--- src/rtl/led_morse_tx_pkg.sv ---
// Shared definitions for the LED-register Morse transmitter: FSM encoding,
// code/gap constants and the A-Z symbol lookup.
package morse_pkg;

   typedef enum logic [1:0] {
      IDLE  = 2'd0,
      MARK  = 2'd1,
      SPACE = 2'd2,
      GAP   = 2'd3
   } morse_state_t;

   localparam logic [4:0] WORD_SPACE    = 5'd26;
   localparam logic [4:0] FIRST_INVALID = 5'd27;

   localparam logic [2:0] GAP_SYMBOL = 3'd1;
   localparam logic [2:0] GAP_CHAR   = 3'd3;
   localparam logic [2:0] GAP_WORD   = 3'd7;
   localparam logic [2:0] DOT_UNITS  = 3'd1;
   localparam logic [2:0] DASH_UNITS = 3'd3;

   // Unit-counter load value for a mark; the counter holds "units remaining - 1".
   function automatic logic [2:0] mark_units_m1(input logic is_dash);
      return is_dash ? (DASH_UNITS - 3'd1) : (DOT_UNITS - 3'd1);
   endfunction

   // Returns {len[2:0], pattern[3:0]}; pattern is left-aligned, 1 = dash.
   function automatic logic [6:0] morse_lut(input logic [4:0] code);
      logic [6:0] r;
      r = 7'd0;
      case (code)
         5'd0:  r = {3'd2, 4'b0100}; // A .-
         5'd1:  r = {3'd4, 4'b1000}; // B -...
         5'd2:  r = {3'd4, 4'b1010}; // C -.-.
         5'd3:  r = {3'd3, 4'b1000}; // D -..
         5'd4:  r = {3'd1, 4'b0000}; // E .
         5'd5:  r = {3'd4, 4'b0010}; // F ..-.
         5'd6:  r = {3'd3, 4'b1100}; // G --.
         5'd7:  r = {3'd4, 4'b0000}; // H ....
         5'd8:  r = {3'd2, 4'b0000}; // I ..
         5'd9:  r = {3'd4, 4'b0111}; // J .---
         5'd10: r = {3'd3, 4'b1010}; // K -.-
         5'd11: r = {3'd4, 4'b0100}; // L .-..
         5'd12: r = {3'd2, 4'b1100}; // M --
         5'd13: r = {3'd2, 4'b1000}; // N -.
         5'd14: r = {3'd3, 4'b1110}; // O ---
         5'd15: r = {3'd4, 4'b0110}; // P .--.
         5'd16: r = {3'd4, 4'b1101}; // Q --.-
         5'd17: r = {3'd3, 4'b0100}; // R .-.
         5'd18: r = {3'd3, 4'b0000}; // S ...
         5'd19: r = {3'd1, 4'b1000}; // T -
         5'd20: r = {3'd3, 4'b0010}; // U ..-
         5'd21: r = {3'd4, 4'b0001}; // V ...-
         5'd22: r = {3'd3, 4'b0110}; // W .--
         5'd23: r = {3'd4, 4'b1001}; // X -..-
         5'd24: r = {3'd4, 4'b1011}; // Y -.--
         5'd25: r = {3'd4, 4'b1100}; // Z --..
         default: r = 7'd0;
      endcase
      return r;
   endfunction

endpackage

--- src/rtl/led_morse_tx_if.sv ---
// LED register bus into the transmitter and its keyed/status outputs.
interface led_morse_tx_if;
   logic [7:0] led_in;
   logic       morse_out;
   logic       busy;
   logic       done;

   modport master (output led_in, input morse_out, input busy, input done);
   modport slave  (input led_in, output morse_out, output busy, output done);
endinterface

--- src/rtl/led_morse_tx_unit_prescaler.sv ---
// Divides clk down to a one-cycle unit_tick every CLKS_PER_UNIT cycles;
// clear restarts the count so a new phase gets a full first unit.
module unit_prescaler #(
   parameter int CLKS_PER_UNIT = 4
) (
   input  logic clk,
   input  logic rst_n,
   input  logic clear,
   output logic unit_tick
);

   localparam int CNT_W = $clog2(CLKS_PER_UNIT + 1);
   localparam logic [CNT_W-1:0] TERMINAL = CNT_W'(CLKS_PER_UNIT - 1);

   logic [CNT_W-1:0] cnt;

   always_ff @(posedge clk or negedge rst_n) begin
      if (!rst_n) begin
         cnt <= '0;
      end else if (clear || (cnt == TERMINAL)) begin
         cnt <= '0;
      end else begin
         cnt <= cnt + 1'b1;
      end
   end

   assign unit_tick = (cnt == TERMINAL);

endmodule

--- src/rtl/led_morse_tx.sv ---
// Serialises a 5-bit character code, strobed in through the LED register,
// as on/off-keyed Morse on morse_out with busy/done status.
module led_morse_tx #(
   parameter int CLKS_PER_UNIT = 4
) (
   input  logic           clk,
   input  logic           rst_n,
   led_morse_tx_if.slave  bus
);
   import morse_pkg::*;

   morse_state_t state;
   logic         send_q;
   logic [2:0]   unit_cnt;
   logic [2:0]   len_q;
   logic [3:0]   pat_q;
   logic         morse_out_q;
   logic         busy_q;
   logic         done_q;

   logic [4:0]   code;
   logic [6:0]   lut;
   logic         accept;
   logic         unit_tick;
   logic         phase_end;
   logic         presc_clear;
   logic         unused_led;

   assign code       = bus.led_in[7:3];
   assign lut        = morse_lut(code);
   assign accept     = bus.led_in[2] & ~send_q & (state == IDLE);
   assign phase_end  = unit_tick & (unit_cnt == 3'd0);
   // Prescaler sits at zero while idle so the first unit after accept is full length.
   assign presc_clear = (state == IDLE) | phase_end;
   assign unused_led  = ^bus.led_in[1:0];

   unit_prescaler #(
      .CLKS_PER_UNIT (CLKS_PER_UNIT)
   ) u_prescaler (
      .clk       (clk),
      .rst_n     (rst_n),
      .clear     (presc_clear),
      .unit_tick (unit_tick)
   );

   always_ff @(posedge clk or negedge rst_n) begin
      if (!rst_n) begin
         state       <= IDLE;
         send_q      <= 1'b1;
         unit_cnt    <= 3'd0;
         len_q       <= 3'd0;
         pat_q       <= 4'd0;
         morse_out_q <= 1'b0;
         busy_q      <= 1'b0;
         done_q      <= 1'b0;
      end else begin
         send_q <= bus.led_in[2];
         done_q <= 1'b0;
         if (unit_tick && (unit_cnt != 3'd0)) begin
            unit_cnt <= unit_cnt - 3'd1;
         end

         case (state)
            IDLE: begin
               if (accept) begin
                  if (code < WORD_SPACE) begin
                     state       <= MARK;
                     len_q       <= lut[6:4];
                     pat_q       <= lut[3:0];
                     unit_cnt    <= mark_units_m1(lut[3]);
                     morse_out_q <= 1'b1;
                     busy_q      <= 1'b1;
                  end else if (code == WORD_SPACE) begin
                     state    <= GAP;
                     unit_cnt <= GAP_WORD - 3'd1;
                     busy_q   <= 1'b1;
                  end
                  // Codes FIRST_INVALID and above: strobe consumed, nothing sent.
               end
            end

            MARK: begin
               if (phase_end) begin
                  morse_out_q <= 1'b0;
                  pat_q       <= {pat_q[2:0], 1'b0};
                  len_q       <= len_q - 3'd1;
                  if (len_q > 3'd1) begin
                     state    <= SPACE;
                     unit_cnt <= GAP_SYMBOL - 3'd1;
                  end else begin
                     state    <= GAP;
                     unit_cnt <= GAP_CHAR - 3'd1;
                  end
               end
            end

            SPACE: begin
               if (phase_end) begin
                  state       <= MARK;
                  morse_out_q <= 1'b1;
                  unit_cnt    <= mark_units_m1(pat_q[3]);
               end
            end

            GAP: begin
               if (phase_end) begin
                  state  <= IDLE;
                  busy_q <= 1'b0;
                  done_q <= 1'b1;
               end
            end

            default: begin
               state       <= IDLE;
               morse_out_q <= 1'b0;
               busy_q      <= 1'b0;
            end
         endcase
      end
   end

   assign bus.morse_out = morse_out_q;
   assign bus.busy      = busy_q;
   assign bus.done      = done_q;

endmodule

--- src/flat_wrapper.sv ---
// flat-port wrapper written by rule: the top's interface ports become plain ports
module led_morse_tx_flat import morse_pkg::*;
#(
   parameter int CLKS_PER_UNIT = 4
)
  (clk, rst_n, bus_led_in, bus_morse_out, bus_busy, bus_done);
  led_morse_tx_if bus_i ();
  input  logic clk;
  input  logic rst_n;
  input wire logic [$bits(bus_i.led_in)-1:0] bus_led_in;
  output wire logic [$bits(bus_i.morse_out)-1:0] bus_morse_out;
  output wire logic [$bits(bus_i.busy)-1:0] bus_busy;
  output wire logic [$bits(bus_i.done)-1:0] bus_done;
  assign bus_i.led_in = bus_led_in;
  assign bus_morse_out = bus_i.morse_out;
  assign bus_busy = bus_i.busy;
  assign bus_done = bus_i.done;
  led_morse_tx #(.CLKS_PER_UNIT(CLKS_PER_UNIT)) u_core (.clk(clk), .rst_n(rst_n), .bus(bus_i));
endmodule
--- config.mk ---
export PLATFORM = sky130hd
export DESIGN_NAME = led_morse_tx_flat
export DESIGN_NICKNAME = d
export VERILOG_FILES = /design/src/rtl/led_morse_tx_pkg.sv /design/src/rtl/led_morse_tx_if.sv /design/src/rtl/led_morse_tx_unit_prescaler.sv /design/src/rtl/led_morse_tx.sv /design/src/flat_wrapper.sv
export SDC_FILE = /design/constraint.sdc
export NUM_CORES = 1
export LEC_CHECK = 0
export ABC_CLOCK_PERIOD_IN_PS = 3300
export CAP_MARGIN = 20
export CORE_ASPECT_RATIO = 0.9
export CORE_MARGIN = 3
export CORE_UTILIZATION = 25
export DETAILED_ROUTE_END_ITERATION = 12
export PLACE_DENSITY = 0.37
export SLEW_MARGIN = 25
export SYNTH_ARGS = -nofsm -noshare
export SYNTH_HDL_FRONTEND = slang
export SYNTH_SLANG_ARGS = --single-unit
--- constraint.sdc ---
create_clock -name clk -period 3.3 [get_ports clk]
set_input_delay 0.66 -clock clk [delete_from_list [all_inputs] [get_ports clk]]
set_output_delay 0.66 -clock clk [all_outputs]
set_load 0.03 [all_outputs]
==> results of run 1 <==
-- flip-flops by register name, summed over array words and instances (netlist names) --
register	flops
u_core.u_prescaler.cnt	3
u_core.pat_q	4
u_core.bus.done	1
u_core.bus.busy	1
u_core.state	2
u_core.bus.morse_out	1
u_core.unit_cnt	3
u_core.send_q	1
u_core.len_q	3
-- final timing paths --
kind | from | end | slack [ps] | cells after the start
setup reg to reg | u_core.u_prescaler.cnt[0] | u_core.len_q[2] | 1230 | 7
hold / removal | rst_n | u_core.unit_cnt[2] | 340 | 1
hold reg to reg | u_core.u_prescaler.cnt[0] | u_core.u_prescaler.cnt[0] | 440 | 1
max in group asynchronous | rst_n | u_core.send_q | 2620 | 1
min in group clk | u_core.u_prescaler.cnt[0] | u_core.u_prescaler.cnt[0] | 440 | 1
setup / recovery | bus_led_in[4] | u_core.len_q[2] | 700 | 7
-- layout by cell type (no fill, tap or decap), types with 2 or more instances in the layout --
cell             instances
a21oi_1                 19
dfrtp_1                 18
inv_1                   13
nor2_1                  13
ha_1                    11
nand2_1                 10
o21ai_0                  9
clkdlybuf4s50_1          9
nand2b_1                 4
nand3_1                  4
nor3b_1                  4
nor3_1                   3
mux4_2                   3
clkbuf_8                 3
xnor2_1                  2
and3_1                   2
mux2i_1                  2
o22ai_1                  2
o21ai_1                  2
a22oi_1                  2
a22o_1                   2
a221o_1                  2
-- per-stage QoR --
step | hold WS, ps | cell area [µm²] | cells | setup slack, ps
2_1_floorplan | 364.4 | 1461 | 162 | 1394
3_3_place_gp | 428.8 | 1605 | 232 | 434.8
3_5_place_dp | 432.8 | 1605 | 232 | 423.6
4_1_cts | 443.6 | 1650 | 236 | 693.9
5_1_grt | 371.4 | 1645 | 236 | 558.3
6_report | 342.4 | 1645 | 236 | 705.0
-- routing by layer --
layer	up-vias	global-route usage
met1	607	0.1785
met2	11	0.1904
met3	2	0.02938
li1	606	-
met4	0	0.009346
met5	-	0
-- cell families (layout without fill, tap and decap cells) --
family / Yosys count / after routing
AO/OA/AOI/OAI: 57 / 57
buffers and inverters: 21 / 28
AND/OR/NAND/NOR: 47 / 47
multiplexers: 5 / 5
flip-flops: 19 / 19
XOR/XNOR: 2 / 2
adder cells (fa/ha/maj): 11 / 11
-- worst max-delay path: stages --
cell and delay (ps):
clkdlybuf4s50_1 660, inv_1 180, ha_1 400, inv_1 60
mux4_2 450, a21oi_1 210, a221o_1 170
-- layout make-up --
cell class / count / area, µm²
Inverter: 13 / 48.80
Tap cell: 67 / 83.83
Fill cell: 583 / 3797
Clock buffer: 4 / 45.04
Multi-Input combinational cell: 122 / 888.4
Timing Repair Buffer: 11 / 102.6
Sequential cell: 19 / 476.7
-- where the power goes --
| group | switching [mW] | internal (mW) | leakage, nW |
|---|---|---|---|
| logic | 0.290 | 0.231 | 0.445 |
| clock network | 0.0824 | 0.0860 | 0.0228 |
| registers | 0.0972 | 0.331 | 0.231 |
==> flow_metrics.tcl, run 1 <==
set metrics [dict create \
    status "finished, final reports clean" \
    finalSetupViolCount 0 \
    routed_wirelength_mm 3.817 \
    synth.top_cell.area_share 0.3082 \
    fin_util 0.3023 \
    synth-compound-area-share 0.2663 \
    startpoint_type "input port" \
    first_pass_iters 4 \
    gp_congestion 0.8068 \
    cts_resized 0 \
    vias 1226 \
    worstPathMaxFanout 9 \
    worst_ep_required_time_ps 3500 \
    fmax_ghz 0.3854 \
    initial_core_util 0.2685 \
    synth_adder_area_share 0.09418 \
    area_growth_pct 12.59 \
    hold_buffers 0 \
    fp.dieH_um 78.54 \
    gr-total-overflow 0 \
    port-buffer-count 10 \
    rows 25 \
    synth_xor_area_frac 0.01199 \
    synth_flop_cell "dfrtp_1" \
    syn_nets 183 \
    ys_ff_latch 19 \
    synth_top_family_by_area "compound AO/OA/AOI/OAI gates" \
    post-route-min-period_ps 2595 \
    drive_gt1_frac 0.08876 \
    final_max_slew_viol_count 0 \
    power_density_nw_per_um2 679.1 \
    critPathArrivalTime_ps 2790 \
    fin_tns_setup_ps 0 \
    clk_pin_slew_ps 80 \
    grt_max_degree 20 \
    antenna_left 0 \
    rsz0062_at_grt "false" \
    ios 13 \
    die_area_um2 6800 \
    ir_drop_mv 0.2659 \
    synthDistinctLibCells 51 \
    dp_hpwl_mm 2.803 \
    clock-sinks 19 \
    wl_met1_mm 1.939 \
    clk_path_buf_depth 2 \
    synth.area.mux_share 0.05993 \
    max-slew-margin-rel 0.6091 \
    async_flop_share 1.000 \
    tightestPinTransition_ps 584.6 \
    post-synth-top-area-cell "dfrtp_1" \
    cts_tree "yes" \
    synth_most_common_cell "a21oi_1" \
    die_w_um 86.59 \
    power.total_mw 1.117 \
    hold_viol_final 0 \
    seq_area_frac_synth 0.3262 \
    synth-simple-area-share 0.1755 \
    wl_met3_um 96 \
    antenna_found_initial 0 \
    maxCapViolations 0 \
    vias_per_cell 5.195 \
    drt_iter0_drc 111 \
    post_cts_buffers 0 \
    num_antenna_cells 0 \
    core_um2 5443 \
    wl_met2_mm 1.772 \
    yosys_warnings 0 \
    post-route-drc-count 0 \
    first_global_vias 1244 \
    syn-instance-count 162 \
    h-tree-depth 1 \
    netlist_area_um2 1461 \
    final_nets 191 \
    clock_skew_ps 1.932 \
    hold_class "input port to async pin" \
    grt_pass1_wl_mm 6.686 \
    grtUsageTotal 0.1226 \
    clock-root-buffer "clkbuf_8" \
    postSynthAreaPerCell_um2 9.021 \
    cts_inserted_buffers 3 \
    top_layer_used "met4" \
    ys_top_cells_by_count "19 x a21oi_1, 18 x dfrtp_1, 13 x inv_1, 13 x nor2_1, 11 x ha_1" \
    cellLeakagePower_nw 0.6988 \
    fin_crit_sh 0.7864 \
    wl_per_cell_um 16.17 \
    synth_edf_count 0 \
    crit_type "input port to register" \
    synth_area_leaders "dfrtp_1 31%, ha_1 9.4%, a21oi_1 6.5%" \
    clkLatencyLatePin_ps 260 \
    endpoint_kind "register" \
]
Note: power is estimated with default switching activity, not from simulation.
==> run 2, diff against run 1 <==
Settings changed: ABC_CLOCK_PERIOD_IN_PS 3300 to 2330, PLACE_DENSITY 0.37 to 0.38.
Clock period 3.3 ns to 2.33 ns, I/O delays scaled along.
==> flow_metrics.tcl, run 2 (synthesis gave the netlist of run 1 again) <==
set metrics [dict create \
    cts_tree "yes" \
    tightestPinTransition_ps 439.0 \
    fin_cells 255 \
    fin_util 0.3297 \
    first_global_vias 1253 \
    rows 25 \
    routed_wirelength_mm 3.625 \
    cts_resized 0 \
    hold_buffers 0 \
    grt_pass1_wl_mm 6.182 \
    post-route-drc-count 0 \
    gr-total-overflow 0 \
    final_nets 210 \
    wl_per_cell_um 14.22 \
    clk_path_buf_depth 2 \
    antenna_found_initial 0 \
    startpoint_type "input port" \
    vias 1288 \
    fmax_ghz 0.4758 \
    maxCapViolations 0 \
    clock-sinks 19 \
    dpl_worst_slack_ps -33.27 \
    cts_inserted_buffers 3 \
    core_um2 5443 \
    seq_power_share 0.373 \
    worstPathMaxFanout 4 \
    drt_iter0_drc 61 \
    post_cts_buffers 0 \
    final_common_cell "buf_4" \
    die_area_um2 6800 \
    fin_crit_sh 0.9020 \
    area_growth_pct 22.77 \
    drive_gt1_frac 0.1809 \
    final_max_slew_viol_count 0 \
    worst_ep_required_time_ps 2530 \
    hold_viol_final 0 \
    max-slew-margin-rel 0.7063 \
    final_cell_mix "20 x buf_4, 19 x a21oi_1, 18 x dfrtp_1" \
    die_w_um 86.59 \
    clock-root-buffer "clkbuf_8" \
    hold_class "register to register" \
    clkLatencyLatePin_ps 260 \
    crit_type "input port to register" \
    finalSetupViolCount 0 \
    largest_register "u_core.pat_q" \
    gp_congestion 0.7616 \
    dp_hpwl_mm 2.829 \
    grtUsageTotal 0.1150 \
    holdCritStartpoint "u_core.u_prescaler.cnt[0]" \
    power.total_mw 1.611 \
    h-tree-depth 1 \
    n_fill_cell 579 \
    status "finished, final reports clean" \
    largest_register_ffs 4 \
    placed_cells 251 \
    p_sw_mw 0.6552 \
    power_frac_comb 0.481 \
    power_density_nw_per_um2 898.0 \
    first_pass_iters 4 \
    initial_core_util 0.2685 \
    switching_share 0.4067 \
    timing.rr.start "u_core.state[1]" \
    rsz0062_at_grt "false" \
    ir_drop_mv 0.3108 \
    grt_max_degree 20 \
    vias_per_cell 5.051 \
    clk_pin_slew_ps 70 \
    antenna_left 0 \
    intPower_mw 0.9559 \
    num_antenna_cells 0 \
    fp.dieH_um 78.54 \
    cellLeakagePower_nw 0.7926 \
    fin_tns_setup_ps 0 \
    r2r_setup_slack_ps 540 \
    clock_skew_ps 0.6005 \
    startpoint "bus_led_in[4]" \
    ios 13 \
    port-buffer-count 10 \
    critPathArrivalTime_ps 2300 \
    fin_ws_ps 228.3 \
    endpoint_kind "register" \
    clkPwrFrac 0.146 \
    post-route-min-period_ps 2102 \
]
## run 2: changes by cell type in the layout (fill, tap and decap cells not counted), sizes merged
cell,delta
buf,+18
clkinv,+1
clkbuf,-1
clkdlybuf4s50,+1
## run 2: worst paths after layout
path,to,depth (start not counted)
max in group asynchronous,u_core.send_q,2
min in group asynchronous,u_core.len_q[1],2
max,u_core.len_q[2],7
max reg2reg,u_core.len_q[2],5
min,u_core.u_prescaler.cnt[0],1
min reg2reg,u_core.u_prescaler.cnt[0],1
## run 2: final cells by class
type | count | area (µm²) | area share
Clock inverter | 1 | 5.005 | 0.002789
Timing Repair Buffer | 30 | 250.2 | 0.1395
Inverter | 13 | 48.80 | 0.02720
Multi-Input combinational cell | 122 | 888.4 | 0.4951
Tap cell | 67 | 83.83 | 0.04672
Clock buffer | 3 | 41.29 | 0.02301
Sequential cell | 19 | 476.7 | 0.2657
## run 2: power by group through the flow
stage                     clock network, mW  logic [mW]  registers [mW]
after floorplan                           0       0.584           0.574
after global placement                    0       0.773           0.603
after detailed placement                  0       0.784           0.607
after CTS                             0.244       0.785           0.601
after global routing                  0.259       0.878           0.628
final                                 0.235       0.775           0.602
## run 2: critical path: stages
cell and delay [ps]:
clkdlybuf4s50_1 500, inv_1 70, ha_1 340, inv_1 50, mux4_2 440, a21oi_1 250, a221o_1 180
## run 2: per-stage QoR
step	cell area (µm²)	hold WS (ps)
global placement	1748	428.7
floorplan	1461	170.4
finish	1794	437.2
global route	1794	485.6
CTS	1794	443.5
detailed placement	1748	432.7
## run 2: per-layer routing
layer / global-route usage / vias to the layer above / wire length, µm
met3: 0.01469 / 5 / 115
met4: 0.04206 / 0 / 59
met2: 0.1667 / 24 / 1592
li1: - / 647 / -
met5: 0 / - / 0
met1: 0.1717 / 612 / 1858
==> run 3, diff against run 2 <==
Settings changed: ABC_CLOCK_PERIOD_IN_PS 2330 to 1700, HOLD_SLACK_MARGIN set to 0.12.
Clock period 2.33 ns to 1.7 ns, I/O delays scaled along.
==> flow_metrics.tcl, run 3 (synthesis gave the netlist of run 1 again) <==
set metrics [dict create \
    final_max_slew_viol_count 0 \
    min_path_cells 2 \
    r2r_cells 7 \
    multi_input_area_um2 983.4 \
    maxCapViolations 0 \
    worstPathMaxFanout 5 \
    regToRegEndpoint "u_core.state[0]" \
    grtUsageTotal 0.1272 \
    vias_per_cell 4.958 \
    cts_tree "yes" \
    hold_slack_ps 346.9 \
    clk_pin_slew_ps 80 \
    clock-sinks 19 \
    slowest_delay_ps 390 \
    ir_drop_mv 0.6226 \
    drive_gt1_frac 0.3981 \
    fin_crit_sh 0.9579 \
    gr-total-overflow 0 \
    crit_chain "ha_2 > ha_2 > and3b_2 > buf_4 > buf_4 > a21oi_1 > a21oi_1" \
    routed_wirelength_mm 4.020 \
    final_cell_mix "48 x buf_4, 17 x dfrtp_1, 15 x a21oi_1" \
    max-slew-margin-rel 0.7314 \
    fp.dieH_um 78.54 \
    cts_inserted_buffers 3 \
    die_area_um2 6800 \
    largest_register_ffs 4 \
    placed_cells 273 \
    ios 13 \
    holdCritStartpoint "bus_led_in[2]" \
    grt_max_degree 20 \
    switching_share 0.4017 \
    power_density_nw_per_um2 1180 \
    r2r_setup_slack_ps 70 \
    die_w_um 86.59 \
    cellLeakagePower_nw 0.9824 \
    fin_cells 283 \
    finalSetupViolCount 0 \
    intPower_mw 1.485 \
    initial_core_util 0.2685 \
    clock-root-buffer "clkbuf_8" \
    core_um2 5443 \
    power_frac_comb 0.551 \
    clkLatencyLatePin_ps 260 \
    antenna_left 0 \
    p_sw_mw 0.9972 \
    cp_slowest_cell "dfrtp_1" \
    wl_per_cell_um 14.20 \
    h-tree-depth 1 \
    final_common_cell "buf_4" \
    first_global_vias 1431 \
    first_pass_iters 4 \
    num_antenna_cells 0 \
    tightestPinTransition_ps 401.4 \
    fmax_ghz 0.6141 \
    clkPwrFrac 0.129 \
    rows 25 \
    startpoint_type "register" \
    drt_iter0_drc 71 \
    area_growth_pct 43.92 \
    hold_viol_final 0 \
    path_buf_inv 2 \
    antenna_found_initial 0 \
    whs_endpoint "u_core.send_q" \
    register_area_um2 478.0 \
    post-route-drc-count 0 \
    endpoint_kind "register" \
    n_fill_cell 574 \
    clock_skew_ps 8.056 \
    dp_hpwl_mm 3.177 \
    critPathArrivalTime_ps 1770 \
    post-route-min-period_ps 1628 \
    cp_top_family "flip-flops" \
    grt_pass1_wl_mm 6.900 \
    dpl-instance-area_um2 1917 \
    design_area_um2 2103 \
    worst_ep_required_time_ps 1840 \
    hold_class "input port to register" \
    vias 1403 \
    gp_congestion 0.8425 \
    seq_power_share 0.320 \
    status "finished, final reports clean" \
    rsz0062_at_grt "true" \
    final_nets 238 \
    clk_path_buf_depth 2 \
    largest_register "u_core.pat_q" \
    crit_type "register to register" \
    timing.rr.start "u_core.u_prescaler.cnt[0]" \
    port-buffer-count 10 \
]
==> run 3: cell count changes in the layout (fill, tap and decap cells not counted), sizes merged <==
| cell | delta |
|---|---|
| dlygate4sd2 | +2 |
| clkbuf | +1 |
| clkdlybuf4s50 | -7 |
| buf | +28 |
| dlymetal6s2s | +4 |
==> run 3: power by group through the flow <==
stage               Sequential, mW  Clock, mW  Combinational [mW]
global route                 0.822      0.359                1.54
global placement             0.790          0                1.25
detailed placement           0.793          0                1.27
CTS                          0.785      0.329                1.30
floorplan                    0.787          0               0.827
finish                       0.795      0.319                1.37
==> run 3: what timing repair did <==
item	in CTS	in global routing
gates cloned	0	0
endpoints found under the setup margin	11	10
pin swaps	0	4
hold buffers	0	0
gates resized for setup	12	22
setup buffers	2	4
==> run 3: per-stage QoR <==
stage	total power [mW]	worst slack [ps]	util	TNS (ps)
3_5_place_dp	2.060	-551.8	0.3522	-5717
3_3_place_gp	2.037	-487.2	0.3522	-5149
2_1_floorplan	1.614	0.2786	-	0
6_report	2.483	71.62	0.3864	0
4_1_cts	2.412	1.159	0.3710	0
5_1_grt	2.720	-12.68	0.3864	-26.19
==> run 3: per-layer routing <==
metal	routed length, µm	vias up	global-route usage
met5	0	-	0
met1	2004	678	0.1790
met2	1885	19	0.2041
li1	-	704	-
met4	33	0	0.03271
met3	96	2	0.01679
==> run 3: worst reg2reg max path, cell delays in order (launching register included) <==
cell and delay (ps):
dfrtp_1 390, ha_2 180, ha_2 170, and3b_2 250
buf_4 150, buf_4 140, a21oi_1 130, a21oi_1 80
==> run 3: final cells by class <==
type                            instances  share of cell area
Timing Repair Buffer                   58              0.2201
Sequential cell                        19              0.2272
Tap cell                               67             0.03986
Clock buffer                            3             0.01963
Multi-Input combinational cell        122              0.4676
Clock inverter                          1            0.002380
Inverter                               13             0.02320
==> run 3: how the worst max path moves through the flow <==
stage	startpoint	to	slack, ps	cells past startpoint
final	u_core.u_prescaler.cnt[0]	u_core.state[0]	70	7
after global routing	u_core.state[1]	u_core.len_q[1]	-10	6
after CTS	u_core.unit_cnt[1]	u_core.len_q[2]	1	7
after detailed placement	bus_led_in[4]	u_core.len_q[2]	-550	7
after global placement	bus_led_in[3]	u_core.state[1]	-490	8
after floorplan	u_core.u_prescaler.cnt[0]	u_core.len_q[1]	0.3	8
